<file path="config.mk">
export PLATFORM = sky130hd
export DESIGN_NAME = ce_divider_bank
export DESIGN_NICKNAME = d
export VERILOG_FILES = /design/src/rtl/ce_pkg.sv /design/src/rtl/ce_channel.sv /design/src/rtl/ce_divider_bank.sv
export SDC_FILE = /design/constraint.sdc
export NUM_CORES = 1
export LEC_CHECK = 0
export CORE_MARGIN = 2
export CORE_UTILIZATION = 50
export DETAILED_ROUTE_END_ITERATION = 8
export GPL_ROUTABILITY_DRIVEN = 0
export PLACE_DENSITY = 0.77
export SLEW_MARGIN = 5
export SYNTH_ARGS = -nofsm -noshare
export SYNTH_HDL_FRONTEND = slang
export SYNTH_SLANG_ARGS = --single-unit
</file>
<file path="constraint.sdc">
create_clock -name clk_sys -period 2.8 [get_ports clk_sys]
set_clock_uncertainty 0.2 [all_clocks]
set_input_delay 0.42 -clock clk_sys [delete_from_list [all_inputs] [get_ports clk_sys]]
set_output_delay 0.42 -clock clk_sys [all_outputs]
set_load 0.1 [all_outputs]
</file>
<file path="src/rtl/ce_pkg.sv">
// ce_pkg: shared defaults and divider type for the clock-enable divider bank
package ce_pkg;
   localparam int CE_CH_DEF      = 4;
   localparam int CE_DW_DEF      = 6;
   localparam int CE_DIV_RST_DEF = 23;
   typedef logic [CE_DW_DEF-1:0] ce_div_t;
endpackage

</file>
<file path="src/rtl/ce_channel.sv">
// ce_channel: one clock-enable divider channel; ce_n logic present only with CE_NEG_PHASE_EN
module ce_channel
   import ce_pkg::*;
#(
   parameter int DW      = CE_DW_DEF,
   parameter int DIV_RST = CE_DIV_RST_DEF
) (
   input  logic          clk_sys,
   input  logic          reset,
   input  logic          en,
   input  logic          restart,
   input  logic          hold,
   input  logic [DW-1:0] div_in,
   output logic          ce_p,
   output logic          ce_n,
   output logic [DW-1:0] div_cur
);
   logic [DW-1:0] cnt, d, cnt_nx, d_nx;
   logic          wrap;
   assign wrap    = cnt == d;
   assign cnt_nx  = (restart || wrap) ? '0 : cnt + DW'(1);
   assign d_nx    = (wrap && !hold) ? div_in : d;
   assign div_cur = d;
   // counter and divider advance only while enabled; ce_p flags the cycle the counter sits at 0
   always_ff @(posedge clk_sys or posedge reset)
      if (reset) begin
         cnt  <= '0;
         d    <= DW'(DIV_RST);
         ce_p <= 1'b0;
      end else begin
         ce_p <= en && cnt_nx == '0;
         if (en) begin
            cnt <= cnt_nx;
            d   <= d_nx;
         end
      end
`ifdef CE_NEG_PHASE_EN
   logic [DW:0] half;
   assign half = ({1'b0, d_nx} + (DW+1)'(1)) >> 1;
   // mid-period pulse compared against the divider that is in effect next cycle
   always_ff @(posedge clk_sys or posedge reset)
      if (reset) ce_n <= 1'b0;
      else       ce_n <= en && d_nx != '0 && {1'b0, cnt_nx} == half;
`else
   assign ce_n = 1'b0;
`endif
endmodule

</file>
<file path="src/rtl/ce_divider_bank.sv">
// ce_divider_bank: CH independent clock-enable dividers; ce_n enabled by CE_NEG_PHASE_EN
module ce_divider_bank
   import ce_pkg::*;
#(
   parameter int CH      = CE_CH_DEF,
   parameter int DW      = CE_DW_DEF,
   parameter int DIV_RST = CE_DIV_RST_DEF
) (
   input  logic             clk_sys,
   input  logic             reset,
   input  logic [CH-1:0]    en,
   input  logic [CH-1:0]    restart,
   input  logic [CH-1:0]    hold,
   input  logic [CH*DW-1:0] div_in,
   output logic [CH-1:0]    ce_p,
   output logic [CH-1:0]    ce_n,
   output logic [CH*DW-1:0] div_cur
);
   for (genvar i = 0; i < CH; i++) begin : g_ch
      ce_channel #(.DW(DW), .DIV_RST(DIV_RST)) u_ch (
         .clk_sys (clk_sys),
         .reset   (reset),
         .en      (en[i]),
         .restart (restart[i]),
         .hold    (hold[i]),
         .div_in  (div_in[i*DW +: DW]),
         .ce_p    (ce_p[i]),
         .ce_n    (ce_n[i]),
         .div_cur (div_cur[i*DW +: DW])
      );
   end
endmodule
</file>
==> flow_summary.toml, run 1 <==
[synthesis]
syn_area_um2 = 2900
seq_area_frac_synth_pct = 45.5
ys_types = 43
syn_avg_cell_area_um2 = 10.8
ys_seq_elements = 52
synth_warnings = 0
synth_cells = 269
synth-main-ff-cell = "dfrtp_1"
async_flop_share_pct = 100
synth_edf_count = 0

[detailed_routing]
drc = 0
first_iter_violations = 94
wirelength_mm = 5.79
vias = 2132
avgRoutedWirePerCell_um = 14.5
vias_per_cell = 5.36
dr.pass1.iters = 4
drtAntennaViolNets = 0

[hold_path]
hold_class = "primary input to async pin"

[die]
die_w_um = 80.2
row_count = 27
initial_core_util_pct = 52.4
core-area_um2 = 5540
die_area_um2 = 6430
pin_count = 70
dieHeight_um = 80.2

[critical_path]
required_ns = 2.79
cp-start-kind = "register"
cp-end-kind = "register"
cp.arrival_ns = 2.16
path_class = "register to register"
rr_worst_depth = 4
r2r-start = "g_ch[1].u_ch.cnt[2]$_DFFE_PP0P_"
cp-startpoint = "g_ch[1].u_ch.cnt[2]$_DFFE_PP0P_"
crit_fanout = 9

[final_layout]
layout_common_cells = "37 x clkdlybuf4s50_1, 36 x dfrtp_1, 31 x buf_4"
fin_nets = 367
fin_util_pct = 64.4
final_layout_size_suffix_gt1_share_pct = 25.8
antenna_cells = 0
area_delta_synth_final_pct = 23.0
design_area_um2 = 3570
final_common_cell = "clkdlybuf4s50_1"

[status]
run_status = "finished, final reports clean"

[cts]
cts_tree = "done"
worstSkewPairLatency_ns = 0.30
cts_setup_buffers = 0
clock_path_buffers = 2
cts_buffers = 5
cts_max_level = 2
ctsHoldBuffers = 0
cts_root_buf = "clkbuf_8"
clk_pin_slew_ns = 0.09
cts_sinks = 52
post_cts_resize_count = 0

[place]
dp_hpwl_mm = 4.26
io_buffers = 65
placed_area_um2 = 3490

[grt]
overflow = 0
track_usage_pct = 18.3
grt_pass1_vias = 2087
grt_pass1_wl_mm = 9.42
antenna_found_initial = 0
grt_start_max_net_pins = 30

[sta]
worst_slew_margin_rel_pct = 53.5
fmax_mhz = 459
hold_violations = 0
worst-slew-pin-transition_ns = 0.696
setup_violations = 0
tns_ns = 0
drv_slew = 0
period_needed_ns = 2.18
rsz0062_at_grt = "no"
whs_ns = 0.293
finalCritPeriodShare_pct = 77.8

[power]
p_leak_uw = 0.00162
peakVddDrop_mv = 0.844
power_per_cell_area_nw_per_um2 = 1200

[flow_run]
cap_violations = 0
[Yosys cell counts, types with 8 or more instances]
library cell  count  area share (%)
dfrtp_1          36              31
mux2_2           26              10
xor2_1           19             5.7
dfstp_2          16              14
o21ai_0          16             2.8
nand2_1          14             1.8
buf_2            11             1.9
a21o_1           10             2.6
inv_1             9             1.2
xnor2_1           9             2.7
and3_1            8             1.7
buf_4             8             2.1
nor2_1            8             1.0
o2bb2ai_1         8             2.4
[path summary, 6_finish.rpt]
check                                                            to  slack, ns
worst min register to register  g_ch[2].u_ch.div_cur[5]$_DFFE_PP0P_       0.37
worst min-delay path                    g_ch[3].u_ch.ce_p$_DFF_PP0_       0.29
max in group asynchronous       g_ch[2].u_ch.div_cur[2]$_DFFE_PP1P_       1.49
worst max-delay path            g_ch[1].u_ch.div_cur[5]$_DFFE_PP0P_       0.62
worst max register to register  g_ch[1].u_ch.div_cur[5]$_DFFE_PP0P_       0.62
min in group clk_sys            g_ch[2].u_ch.div_cur[5]$_DFFE_PP0P_       0.37
[worst max-delay path, cell delays in order (launching register included)]
cell and delay (ns):
dfrtp_1 0.49, xor2_1 0.20, nor4_1 0.37, and4b_1 0.45, mux2_2 0.37
[state kept, by name (all words and copies together), names as in the netlist]
signal             count
g_ch.u_ch.ce_p         4
g_ch.u_ch.div_cur     24
g_ch.u_ch.cnt         24
[per-layer routing]
layer	GRT usage (%)	vias up	wire length, um
met5	0	-	0
met3	3.48	5	227
met2	31.2	51	2750
met4	4.75	0	47
li1	-	1068	-
met1	24.1	1008	2760
[final cells by class]
cell class              instances  area, um2
clock buffers                   8       80.1
fillers                       497       1970
inverters                       9       33.8
multi-input cells             188       1420
flip-flops and latches         52       1320
well taps                      72       90.1
repair buffers                 69        623
[stage by stage]
| stage | power, uW | worst slack [ns] | instances |
|---|---|---|---|
| CTS | 4310 | 0.618 | 398 |
| detailed placement | 3890 | 0.571 | 390 |
| global route | 4470 | 0.440 | 398 |
| global placement | 3840 | 0.589 | 390 |
| floorplan | 3420 | 0.331 | 272 |
| finish | 4270 | 0.623 | 398 |
[where the power goes]
group | internal, uW | switching [uW] | total (uW)
Combinational | 695 | 1800 | 2500
Clock | 178 | 234 | 412
Sequential | 1080 | 283 | 1360
Total | 1950 | 2320 | 4270
[kinds of logic after synthesis]
family                     synth area share, %
and+or+nand+nor                           15.4
AOI/OAI and AO/OA                         12.4
DFF                                       45.5
buffers and inverters                     5.91
xor gates and xnor gates                  8.45
muxes                                     10.4
adders and majority gates                 1.72
other                                    0.129
No activity file was read; power rests on OpenSTA's default activity.
==> run 2: changes to the inputs <==
Settings changed: CORE_UTILIZATION 50 to 45, PLACE_DENSITY 0.77 to 0.73.
Clock period 2.8 ns to 1.8 ns, I/O delays scaled along.
==> flow_summary.toml, run 2 (same netlist as run 1, synthesis figures left out) <==
[detailed_routing]
drc = 0
dr.pass1.iters = 4
vias_per_cell = 5.39
avgRoutedWirePerCell_um = 16.6
first_iter_violations = 106
vias = 2614
drtAntennaViolNets = 0
wirelength_mm = 8.06

[cts]
cts_tree = "done"
ctsHoldBuffers = 0
worstSkewPairLatency_ns = 0.31
clk_pin_slew_ns = 0.10
clock_path_buffers = 2
cts_root_buf = "clkbuf_8"
cts_max_level = 2
cts_sinks = 52
cts_buffers = 5

[sta]
hold_violations = 0
fmax_mhz = 481
setup_violations = 50
finalCritPeriodShare_pct = 116
period_needed_ns = 2.08
drv_slew = 0
fin_ws_ns = -0.280
whs_ns = 0.126
rsz0062_at_grt = "yes"

[die]
pin_count = 70
initial_core_util_pct = 46.2
row_count = 29
die_area_um2 = 7110
dieHeight_um = 84.3
core-area_um2 = 6280
die_w_um = 84.3

[final_layout]
area_delta_synth_final_pct = 74.5
final_layout_size_suffix_gt1_share_pct = 54.9
fin_nets = 449
layout_common_cells = "64 x buf_4, 37 x clkdlybuf4s50_1, 29 x buf_12"
final_common_cell = "buf_4"
design_area_um2 = 5070
antenna_cells = 0

[grt]
overflow = 0
track_usage_pct = 23.3
grt_pass1_wl_mm = 13.2
antenna_found_initial = 0
grt_start_max_net_pins = 53
grt_pass1_vias = 2797

[flow_run]
cap_violations = 0

[critical_path]
crit_slowest_cell = "dfstp_4"
cp-end-kind = "register"
cp-start-kind = "register"
crit_chain = "xor2_2, nor4_2, buf_4, a21o_1, or4_1, o21ai_1"
required_ns = 1.84
cp.arrival_ns = 2.12
critical_path.max_stage_delay_ns = 0.64
path_class = "register to register"
crit_fanout = 3
reg2reg_slack_ns = -0.28

[power]
peakVddDrop_mv = 1.42
power_per_cell_area_nw_per_um2 = 1810
p_leak_uw = 0.00229
p_total_uw = 9160

[status]
violations = "setup timing"
run_status = "complete, but fails checks"

[place]
dp_hpwl_mm = 5.36
io_buffers = 65
placed_area_um2 = 4510

[hold_path]
hold_class = "primary input to async pin"
## run 2: changes by cell type in the layout (fill, tap and decap cells not counted), sizes merged
cell	previous run	this run
clkbuf	8	7
clkinv	0	1
buf	32	114
## run 2: report_power, final
group / switching (uW) / internal [uW] / total, uW
combinational: 3500 / 2780 / 6280
sequential: 387 / 1810 / 2200
clock: 408 / 275 / 683
total: 4300 / 4870 / 9160
## run 2: through the flow
step / setup TNS [ns] / std cells / setup WS [ns] / util, %
after floorplan: -12.32 / 272 / -0.471 / -
after CTS: -7.94 / 483 / -0.309 / 78.9
after global placement: -5.78 / 465 / -0.256 / 71.9
after global routing: -11.08 / 485 / -0.350 / 80.7
final: -7.85 / 485 / -0.280 / 80.7
after detailed placement: -7.68 / 465 / -0.316 / 71.9
## run 2: timing repair
action / CTS / global route
setup buffers: 9 / 4
cloned: 1 / 0
pin swaps: 17 / 14
gates resized for setup: 61 / 20
setup endpoints to repair: 50 / 52
## run 2: layout make-up
type / count / area, um2
Multi-Input combinational cell: 188 / 1790
Timing Repair Buffer: 151 / 1670
Sequential cell: 52 / 1390
Fill cell: 358 / 1210
Tap cell: 77 / 96.3
Clock buffer: 7 / 76.3
Inverter: 9 / 33.8
Clock inverter: 1 / 5.00
## run 2: routing by layer
metal  share of wire, %  track usage [%]
met5                  0                0
met4                1.5             7.04
met3                2.3             3.05
met2                 55             43.4
met1                 42             28.0
## run 2: critical path, delay by kind of cell (launching register included)
family,cells,cell delay (ns)
AND/OR/NAND/NOR,2,0.56
buffers and inverters,1,0.14
AO/OA/AOI/OAI,2,0.28
flip-flops,1,0.64
XOR/XNOR,1,0.17
## run 2: final timing paths
check	depth (start not counted)	end	start
max	6	g_ch[2].u_ch.cnt[5]$_DFFE_PP0P_	g_ch[2].u_ch.div_cur[4]$_DFFE_PP1P_
min in group clk_sys	2	g_ch[0].u_ch.div_cur[1]$_DFFE_PP1P_	div_in[1]
min	3	g_ch[0].u_ch.div_cur[5]$_DFFE_PP0P_	reset
max in group asynchronous	3	g_ch[2].u_ch.div_cur[1]$_DFFE_PP1P_	reset
max reg2reg	6	g_ch[2].u_ch.cnt[5]$_DFFE_PP0P_	g_ch[2].u_ch.div_cur[4]$_DFFE_PP1P_
min reg2reg	1	g_ch[1].u_ch.div_cur[3]$_DFFE_PP0P_	g_ch[1].u_ch.div_cur[3]$_DFFE_PP0P_
==> run 3: changes to the inputs <==
Settings changed: RECOVER_POWER from default to 100.
==> flow_summary.toml, run 3 (same netlist as run 1, synthesis figures left out) <==
[status]
run_status = "complete, but fails checks"
violations = "setup timing"

[cts]
cts_tree = "done"
clock_path_buffers = 2
cts_root_buf = "clkbuf_8"
clk_pin_slew_ns = 0.10
cts_buffers = 5
cts_sinks = 52
worstSkewPairLatency_ns = 0.31
ctsHoldBuffers = 0
cts_max_level = 2

[detailed_routing]
vias_per_cell = 5.35
wirelength_mm = 8.09
dr.pass1.iters = 4
vias = 2595
drc = 0
drtAntennaViolNets = 0
first_iter_violations = 91
avgRoutedWirePerCell_um = 16.7

[hold_path]
hold_class = "primary input to register"

[final_layout]
fin_nets = 449
final_layout_size_suffix_gt1_share_pct = 54.4
area_delta_synth_final_pct = 65.7
final_cells = 485
antenna_cells = 0
final_common_cell = "buf_4"
design_area_um2 = 4810
layout_common_cells = "64 x buf_4, 36 x clkdlybuf4s50_1, 28 x dfrtp_1"

[sta]
drv_slew = 0
fmax_mhz = 480
whs_ns = 0.363
period_needed_ns = 2.08
fin_ws_ns = -0.282
worst_slew_margin_rel_pct = 52.8
rsz0062_at_grt = "yes"
hold_violations = 0
worst-slew-pin-transition_ns = 0.708
finalCritPeriodShare_pct = 116
setup_violations = 50

[critical_path]
critical_path.max_stage_delay_ns = 0.65
cp.arrival_ns = 2.12
reg2reg_slack_ns = -0.28
required_ns = 1.84
crit_chain = "xor2_2, nor4_2, buf_4, a21o_1, or4_1, o21ai_1"
cp-end-kind = "register"
cp-start-kind = "register"
path_class = "register to register"
crit_slowest_cell = "dfstp_4"
crit_fanout = 3

[die]
dieHeight_um = 84.3
die_area_um2 = 7110
core-area_um2 = 6280
die_w_um = 84.3
row_count = 29
initial_core_util_pct = 46.2
pin_count = 70

[place]
dp_hpwl_mm = 5.36
io_buffers = 65
placed_area_um2 = 4510
dp_slack_ns = -0.316
placed_cells = 465

[grt]
grt_pass1_vias = 2797
overflow = 0
antenna_found_initial = 0
grt_start_max_net_pins = 53
track_usage_pct = 23.3
grt_pass1_wl_mm = 13.2

[flow_run]
cap_violations = 0

[power]
p_leak_uw = 0.00220
peakVddDrop_mv = 1.30
power_per_cell_area_nw_per_um2 = 1780
p_total_uw = 8560
[run 3: worst paths after layout]
| path | startpoint | end | depth (start not counted) |
|---|---|---|---|
| max | g_ch[2].u_ch.div_cur[4]$_DFFE_PP1P_ | g_ch[2].u_ch.cnt[5]$_DFFE_PP0P_ | 6 |
| min | div_in[1] | g_ch[0].u_ch.div_cur[1]$_DFFE_PP1P_ | 2 |
| min reg2reg | g_ch[3].u_ch.cnt[1]$_DFFE_PP0P_ | g_ch[3].u_ch.cnt[1]$_DFFE_PP0P_ | 2 |
| max in group asynchronous | reset | g_ch[2].u_ch.div_cur[3]$_DFFE_PP0P_ | 3 |
| min in group asynchronous | reset | g_ch[0].u_ch.cnt[0]$_DFFE_PP0P_ | 3 |
| max reg2reg | g_ch[2].u_ch.div_cur[4]$_DFFE_PP1P_ | g_ch[2].u_ch.cnt[5]$_DFFE_PP0P_ | 6 |
[run 3: what timing repair did]
action / CTS / global route
pin swaps: 17 / 14
gates cloned: 1 / 0
gates resized for setup: 61 / 20
buffers inserted: 9 / 4
endpoints found under the setup margin: 50 / 52
[run 3: critical path, delay by kind of cell (launching register included)]
family,cells,cell delay [ns]
flops,1,0.65
buf+inv,1,0.14
xor+xnor,1,0.18
compound gates,2,0.28
simple gates,2,0.56
[run 3: layer usage]
layer,vias to the layer above,wire (um),GRT usage [%]
met5,-,0,0
met4,0,105,7.04
met3,11,245,3.05
met2,60,4370,43.4
met1,1301,3370,28.0
li1,1223,-,-
[run 3: where the power goes]
group / internal (uW) / leakage (uW) / switching [uW] / total [uW]
combinational: 2270 / 0.00152 / 3430 / 5690
clock: 275 / 0.0000422 / 408 / 683
sequential: 1810 / 0.000643 / 377 / 2180
[run 3: final cells by class]
| cell class | instances | area (um2) |
|---|---|---|
| Timing Repair Buffer | 151 | 1410 |
| Multi-Input combinational cell | 188 | 1790 |
| Clock inverter | 1 | 5.00 |
| Sequential cell | 52 | 1390 |
| Clock buffer | 7 | 76.3 |
| Fill cell | 399 | 1470 |
| Inverter | 9 | 33.8 |
| Tap cell | 77 | 96.3 |
[run 3: metrics by stage]
| step | setup TNS, ns | utilization [%] |
|---|---|---|
| 2_1_floorplan | -12.32 | - |
| 3_3_place_gp | -5.78 | 71.9 |
| 3_5_place_dp | -7.68 | 71.9 |
| 4_1_cts | -7.94 | 78.9 |
| 5_1_grt | -11.08 | 76.6 |
| 6_report | -7.88 | 76.6 |
